--- src/rtl/wb_sram_ctrl_pkg.sv ---
// Shared types and constants for the Wishbone-to-async-SRAM controller.
package wb_sram_ctrl_pkg;

  typedef enum logic [2:0] {
    ST_IDLE,
    ST_READ,
    ST_WR_SETUP,
    ST_WR_PULSE,
    ST_WR_HOLD,
    ST_ACK
  } state_e;

  localparam int SRAM_ADDR_W = 20;
  localparam int RD_WAIT_DEF = 2;
  localparam int WR_WAIT_DEF = 2;

  localparam logic       EN_N    = 1'b0;
  localparam logic       DIS_N   = 1'b1;
  localparam logic [3:0] BE_NONE = 4'hF;
  localparam logic [3:0] BE_ALL  = 4'h0;

  // Wait counter only ever holds (wait-1), so clog2 of the larger wait suffices.
  function automatic int cnt_width(input int a, input int b);
    int m;
    m = (a > b) ? a : b;
    return (m > 1) ? $clog2(m) : 1;
  endfunction

endpackage

--- src/rtl/wb_sram_ctrl.sv ---
// Wishbone classic slave driving an external asynchronous 32-bit SRAM with
// programmable read/write wait states. Every output comes straight from a flop.
module wb_sram_ctrl
  import wb_sram_ctrl_pkg::*;
#(
  parameter int ADDR_W  = SRAM_ADDR_W,
  parameter int RD_WAIT = RD_WAIT_DEF,
  parameter int WR_WAIT = WR_WAIT_DEF
) (
  input  logic              clk,
  input  logic              rst,
  input  logic              wb_cyc_i,
  input  logic              wb_stb_i,
  input  logic              wb_we_i,
  input  logic [31:0]       wb_addr_i,
  input  logic [3:0]        wb_sel_i,
  input  logic [31:0]       wb_data_i,
  output logic [31:0]       wb_data_o,
  output logic              wb_ack_o,
  output logic [ADDR_W-1:0] sram_addr_o,
  output logic [31:0]       sram_dq_o,
  input  logic [31:0]       sram_dq_i,
  output logic              sram_dq_oe,
  output logic              sram_ce_n,
  output logic              sram_oe_n,
  output logic              sram_we_n,
  output logic [3:0]        sram_be_n
);

  localparam int CNT_W = cnt_width(RD_WAIT, WR_WAIT);

  state_e            state_q, state_d;
  logic [CNT_W-1:0]  cnt_q, cnt_d;
  logic              abort_q, abort_d;
  logic [3:0]        sel_q, sel_d;
  logic [ADDR_W-1:0] addr_q, addr_d;
  logic [31:0]       dq_o_q, dq_o_d;
  logic [31:0]       data_o_q, data_o_d;
  logic              ack_q, ack_d;
  logic              dq_oe_q, dq_oe_d;
  logic              ce_n_q, ce_n_d;
  logic              oe_n_q, oe_n_d;
  logic              we_n_q, we_n_d;
  logic [3:0]        be_n_q, be_n_d;

  logic unused_addr_bits;
  assign unused_addr_bits = ^{wb_addr_i[31:ADDR_W+2], wb_addr_i[1:0]};

  always_comb begin
    state_d  = state_q;
    cnt_d    = '0;
    abort_d  = abort_q;
    sel_d    = sel_q;
    addr_d   = addr_q;
    dq_o_d   = dq_o_q;
    data_o_d = data_o_q;

    unique case (state_q)
      ST_IDLE: begin
        abort_d = 1'b0;
        if (wb_cyc_i && wb_stb_i) begin
          addr_d = wb_addr_i[ADDR_W+1:2];
          if (wb_we_i) begin
            state_d = ST_WR_SETUP;
            dq_o_d  = wb_data_i;
            sel_d   = wb_sel_i;
          end else begin
            state_d = ST_READ;
            cnt_d   = CNT_W'(RD_WAIT - 1);
          end
        end
      end
      ST_READ: begin
        if (!wb_cyc_i) begin
          state_d = ST_IDLE;
        end else if (cnt_q == '0) begin
          data_o_d = sram_dq_i;
          state_d  = ST_ACK;
        end else begin
          cnt_d = cnt_q - 1'b1;
        end
      end
      ST_WR_SETUP: begin
        if (!wb_cyc_i) begin
          state_d = ST_IDLE;
        end else begin
          state_d = ST_WR_PULSE;
          cnt_d   = CNT_W'(WR_WAIT - 1);
        end
      end
      ST_WR_PULSE: begin
        // An abort here still passes through WR_HOLD so we_n rises before data is released.
        if (!wb_cyc_i) begin
          state_d = ST_WR_HOLD;
          abort_d = 1'b1;
        end else if (cnt_q == '0) begin
          state_d = ST_WR_HOLD;
        end else begin
          cnt_d = cnt_q - 1'b1;
        end
      end
      ST_WR_HOLD: state_d = (abort_q || !wb_cyc_i) ? ST_IDLE : ST_ACK;
      ST_ACK:     state_d = ST_IDLE;
      default:    state_d = ST_IDLE;
    endcase

    // Outputs are decoded from the next state so they register alongside it.
    ack_d   = 1'b0;
    dq_oe_d = 1'b0;
    ce_n_d  = DIS_N;
    oe_n_d  = DIS_N;
    we_n_d  = DIS_N;
    be_n_d  = BE_NONE;
    unique case (state_d)
      ST_READ: begin
        ce_n_d = EN_N;
        oe_n_d = EN_N;
        be_n_d = BE_ALL;
      end
      ST_WR_SETUP, ST_WR_HOLD: begin
        ce_n_d  = EN_N;
        dq_oe_d = 1'b1;
        be_n_d  = ~sel_d;
      end
      ST_WR_PULSE: begin
        ce_n_d  = EN_N;
        dq_oe_d = 1'b1;
        be_n_d  = ~sel_d;
        we_n_d  = (sel_d == 4'h0) ? DIS_N : EN_N;
      end
      ST_ACK:  ack_d = 1'b1;
      default: ack_d = 1'b0;
    endcase
  end

  always_ff @(posedge clk or negedge rst) begin
    if (!rst) begin
      state_q  <= ST_IDLE;
      cnt_q    <= '0;
      abort_q  <= 1'b0;
      sel_q    <= 4'h0;
      addr_q   <= '0;
      dq_o_q   <= '0;
      data_o_q <= '0;
      ack_q    <= 1'b0;
      dq_oe_q  <= 1'b0;
      ce_n_q   <= DIS_N;
      oe_n_q   <= DIS_N;
      we_n_q   <= DIS_N;
      be_n_q   <= BE_NONE;
    end else begin
      state_q  <= state_d;
      cnt_q    <= cnt_d;
      abort_q  <= abort_d;
      sel_q    <= sel_d;
      addr_q   <= addr_d;
      dq_o_q   <= dq_o_d;
      data_o_q <= data_o_d;
      ack_q    <= ack_d;
      dq_oe_q  <= dq_oe_d;
      ce_n_q   <= ce_n_d;
      oe_n_q   <= oe_n_d;
      we_n_q   <= we_n_d;
      be_n_q   <= be_n_d;
    end
  end

  assign wb_ack_o    = ack_q;
  assign wb_data_o   = data_o_q;
  assign sram_addr_o = addr_q;
  assign sram_dq_o   = dq_o_q;
  assign sram_dq_oe  = dq_oe_q;
  assign sram_ce_n   = ce_n_q;
  assign sram_oe_n   = oe_n_q;
  assign sram_we_n   = we_n_q;
  assign sram_be_n   = be_n_q;

endmodule

--- config.mk ---
export PLATFORM = sky130hd
export DESIGN_NAME = wb_sram_ctrl
export DESIGN_NICKNAME = d
export VERILOG_FILES = /design/src/rtl/wb_sram_ctrl_pkg.sv /design/src/rtl/wb_sram_ctrl.sv
export SDC_FILE = /design/constraint.sdc
export NUM_CORES = 1
export LEC_CHECK = 0
export ABC_AREA = 1
export BUFFER_PORTS_ARGS = -buffer_cell sky130_fd_sc_hd__clkbuf_2
export CORE_ASPECT_RATIO = 1.75
export CORE_MARGIN = 5
export CORE_UTILIZATION = 31
export CTS_CLUSTER_DIAMETER = 50
export CTS_CLUSTER_SIZE = 14
export DETAILED_ROUTE_END_ITERATION = 10
export PLACE_DENSITY = 0.66
export SETUP_SLACK_MARGIN = 0.5
export SLEW_MARGIN = 40
export SYNTH_ARGS = -nofsm -noshare
export SYNTH_HDL_FRONTEND = slang
export SYNTH_SLANG_ARGS = --single-unit
--- constraint.sdc ---
create_clock -name clk -period 3.1 [get_ports clk]
set_clock_uncertainty 0.1 [all_clocks]
set_input_delay 0.31 -clock clk [delete_from_list [all_inputs] [get_ports clk]]
set_output_delay 0.31 -clock clk [all_outputs]
set_load 0.005 [all_outputs]
==> metrics.log <==
INFO  metric timing.critical_path.to = sram_addr_o[14]$_DFFE_PN0P_
INFO  metric crit_required = 3.23 ns
INFO  metric total_gr_overflow = 0
INFO  metric synth_compound_gate_area_share = 0.372%
INFO  metric crit_path_start_kind = flop
INFO  metric timing.rr.start = state_q[1]$_DFF_PN0_
INFO  metric route.final.wire_length = 10.4 mm
INFO  metric avgSynthCellArea = 9.08 µm²
INFO  metric kind_of_cell_adding_the_most_delay_to_the_critical_path = simple AND/OR/NAND/NOR gates
INFO  metric yosys.area_share.adder = 0%
INFO  metric seq_power_share = 45.1%
INFO  metric drtIter0Drc = 88
INFO  metric finalWorstSetupSlack = 1.29 ns
INFO  metric yosysWarnings = 0
INFO  metric route.met2.wl = 5.82 mm
INFO  metric min-delay-path-class = in2reg
INFO  metric cts_setup_buffers = 0
INFO  metric cts.path.max_buffers = 2
INFO  metric cp_num_cells = 7
INFO  metric fmax = 552 MHz
INFO  metric critical_path_arrival = 1.94 ns
INFO  metric placement.setup.worst_slack = 1.26 ns
INFO  metric max-vdd-ir-drop = 280 µV
INFO  metric via_count_of_the_first_global_routing_pass = 3490
INFO  metric synth-xor-area-share = 0%
INFO  metric synthDistinctLibCells = 22
INFO  metric post_synth_instance_area = 4040 µm²
INFO  metric clkSlewWorstSetupHoldPaths = 0.07 ns
INFO  metric share_comb_of_total_power = 32.4%
INFO  metric die_h = 161 µm
INFO  metric share_clk_of_total_power = 22.6%
INFO  metric antenna_violating_nets_post_route = 0
INFO  metric internal_power = 0.00332 W
INFO  metric timing.final.setup_violations = 0
INFO  metric postSynthNetCount = 550
INFO  metric timing.critical_path.cells = nor2_4 -> nand2_1 -> nor2_2 -> buf_4 -> inv_1 -> nand2_1 -> nand2_1
INFO  metric syn-instance-count = 445
INFO  metric timing.rr.end = sram_addr_o[14]$_DFFE_PN0P_
INFO  metric setup_total_negative_slack = 0 ns
INFO  metric min_period = 1.81 ns
INFO  metric fp.dieArea = 15500 µm²
INFO  metric routed-via-count = 3409
INFO  metric ys_seq_area_share = 63.4%
INFO  metric final_nets = 733
INFO  metric core.rowCount = 55
INFO  metric met1Wirelength = 3.70 mm
INFO  metric timing.slew.headroom = 59.9%
INFO  metric post_drt_wl_per_cell = 13.0 µm
INFO  metric starting_density_of_the_core = 31.4%
INFO  metric route.detailed.drc = 0
INFO  metric core_area = 12900 µm²
INFO  metric die_w = 96.3 µm
INFO  metric net-switching-power = 0.00174 W
INFO  metric period_share = 58.4%
INFO  metric final_hold_viol_count = 0
INFO  metric tritoncts_num_sinks = 102
INFO  metric grt_usage = 13.9%
INFO  metric grt_first_pass_wirelength = 16.9 mm
INFO  metric cp-startpoint = state_q[1]$_DFF_PN0_
INFO  metric ctsRootBufferMaster = sky130_fd_sc_hd__clkbuf_16
INFO  metric path_common_cell = sky130_fd_sc_hd__nand2_1
INFO  metric clkLatencyLatePin = 0.34 ns
INFO  metric synth_simple_gate_area_share = 31.8%
INFO  metric final_cell_mix = sky130_fd_sc_hd__nand2_1, sky130_fd_sc_hd__clkbuf_2, sky130_fd_sc_hd__dfrtp_1
INFO  metric slew_violations = 0
INFO  metric regToRegSetupSlack = 1.29 ns
INFO  metric crit_path_largest_cell_delay = 0.45 ns
INFO  metric dr_wl_met3 = 564 µm
INFO  metric crit_type = reg2reg
INFO  metric critPathBufInv = 2
INFO  metric layout_commonest_cell = sky130_fd_sc_hd__nand2_1
INFO  metric maxUsedRoutingLayer = met4
INFO  metric result_of_the_run = finished, final reports clean
INFO  metric cts_buffers = 9
INFO  metric timing.max_cap.violations = 0
INFO  metric boundaryPins = 198
INFO  metric worstRegToRegCells = 7
INFO  metric dp_hpwl = 7.80 mm
INFO  metric grt_antenna_before_repair = 0
INFO  metric setup_repair_after_global_routing_missed_its_margin = false
INFO  metric pwr_density_cell = 936 nW/µm²
INFO  metric min_from = wb_addr_i[14]
INFO  metric antenna-diode-count = 0
INFO  metric worst_pin_slew = 0.600 ns
INFO  metric synth-seq-cells = 102
INFO  metric syn_to_final_growth = 33.9%
INFO  metric grt_start_max_net_pins = 103
INFO  metric buffer_ports.inserted = 185
INFO  metric switching_fraction = 34.3%
INFO  metric maximum_net_fanout_on_the_critical_path = 24
INFO  metric cts_max_level = 3
INFO  metric share_of_post_route_cells_with_drive_strength_above_1 = 37.9%
INFO  metric place.gp.congestion = 0.746
INFO  metric power_leakage = 3.15 nW
INFO  metric synthMuxAreaShare = 0%
INFO  metric drtPass1Iterations = 4
INFO  metric post_drt_via_cell_ratio = 4.24
INFO  metric critPathCaptureType = flop
INFO  metric synth_top_family_by_area = simple AND/OR/NAND/NOR gates
INFO  metric worst_path_slowest_cell = sky130_fd_sc_hd__dfrtp_1
INFO  metric tritoncts = yes
-- synth_stat cells --
library cell | count | share of area [%]
sky130_fd_sc_hd__inv_1 | 6 | 0.56
sky130_fd_sc_hd__nand2_2 | 11 | 1.7
sky130_fd_sc_hd__inv_2 | 6 | 0.56
sky130_fd_sc_hd__buf_2 | 10 | 1.2
sky130_fd_sc_hd__clkinv_1 | 1 | 0.093
sky130_fd_sc_hd__nor3_1 | 1 | 0.12
sky130_fd_sc_hd__nand2_4 | 1 | 0.28
sky130_fd_sc_hd__dfrtp_1 | 95 | 59
sky130_fd_sc_hd__a31oi_1 | 1 | 0.15
sky130_fd_sc_hd__nor2_1 | 6 | 0.56
sky130_fd_sc_hd__nand3_1 | 11 | 1.4
sky130_fd_sc_hd__nand2_1 | 270 | 25
sky130_fd_sc_hd__buf_4 | 1 | 0.19
sky130_fd_sc_hd__dfstp_2 | 7 | 4.6
sky130_fd_sc_hd__nor2_2 | 3 | 0.46
sky130_fd_sc_hd__inv_4 | 1 | 0.15
sky130_fd_sc_hd__nand3_2 | 1 | 0.25
sky130_fd_sc_hd__nor2_8 | 1 | 0.50
sky130_fd_sc_hd__nand4_2 | 1 | 0.31
sky130_fd_sc_hd__nor2_4 | 4 | 1.1
sky130_fd_sc_hd__buf_6 | 6 | 1.7
sky130_fd_sc_hd__a22o_1 | 1 | 0.22
-- power groups by stage --
stage | logic, W | registers [W] | clock network (W)
2_1_floorplan | 0.000796 | 0.00233 | 0
3_3_place_gp | 0.00163 | 0.00228 | 0
3_5_place_dp | 0.00169 | 0.00230 | 0
4_1_cts | 0.00169 | 0.00228 | 0.00119
5_1_grt | 0.00188 | 0.00235 | 0.00125
6_report | 0.00164 | 0.00228 | 0.00114
-- per-stage QoR --
stage | instance area, µm² | instances | power [W] | hold slack, ns | util [%]
2_1_floorplan | 4040 | 445 | 0.00312 | -0.0856 | -
3_3_place_gp | 5090 | 787 | 0.00391 | 0.310 | 39.6
3_5_place_dp | 5090 | 787 | 0.00399 | 0.317 | 39.6
4_1_cts | 5410 | 804 | 0.00517 | 0.0494 | 42.0
5_1_grt | 5410 | 804 | 0.00548 | 0.0574 | 42.0
6_report | 5410 | 804 | 0.00506 | 0.0626 | 42.0
-- worst reg2reg max path, stage by stage, from the launching register on --
cell and delay, ns:
sky130_fd_sc_hd__dfrtp_1 0.45, sky130_fd_sc_hd__nor2_4 0.17, sky130_fd_sc_hd__nand2_1 0.11, sky130_fd_sc_hd__nor2_2 0.10
sky130_fd_sc_hd__buf_4 0.26, sky130_fd_sc_hd__inv_1 0.32, sky130_fd_sc_hd__nand2_1 0.15, sky130_fd_sc_hd__nand2_1 0.07
-- cell families after synthesis --
kind of cell           after synthesis
and+or+nand+nor                    310
buffers and inverters               31
AOI/OAI and AO/OA                    2
DFF                                102
-- layout make-up --
type	instances	area, µm²
Fill cell	1316	7460
Multi-Input combinational cell	312	1300
Inverter	14	55.1
Clock inverter	6	67.6
Clock buffer	10	239
Timing Repair Buffer	189	973
Tap cell	171	214
Sequential cell	102	2560
-- per-layer routing --
layer / vias to the layer above / GRT usage, %
met5: - / 0
met2: 113 / 25.8
met1: 1577 / 14.3
met4: 0 / 6.80
met3: 22 / 2.84
li1: 1697 / -
-- state kept, by name, indices dropped and copies added (netlist names) --
register and count:
wb_ack_o 1, sram_oe_n 1, sel_q 4, sram_ce_n 1, wb_data_o 32, sram_addr_o 20
sram_dq_oe 1, state_q 3, sram_be_n 4, abort_q 1, cnt_q 1, sram_we_n 1
sram_dq_o 32
-- worst min path at each step --
stage,end,cells past startpoint,slack (ns)
CTS,sram_addr_o[12]$_DFFE_PN0P_,3,0.05
finish,sram_addr_o[12]$_DFFE_PN0P_,3,0.06
global placement,sram_addr_o[11]$_DFFE_PN0P_,2,0.31
detailed placement,sram_addr_o[15]$_DFFE_PN0P_,2,0.32
global route,sram_addr_o[1]$_DFFE_PN0P_,3,0.06
floorplan,abort_q$_DFFE_PN0P_,0,-0.09
-- repair_timing --
item	4_1_cts	5_1_grt
hold buffers	1	0
hold endpoints to repair	95	0
resized for setup	0	0
Power figures use the tool's default switching activity.
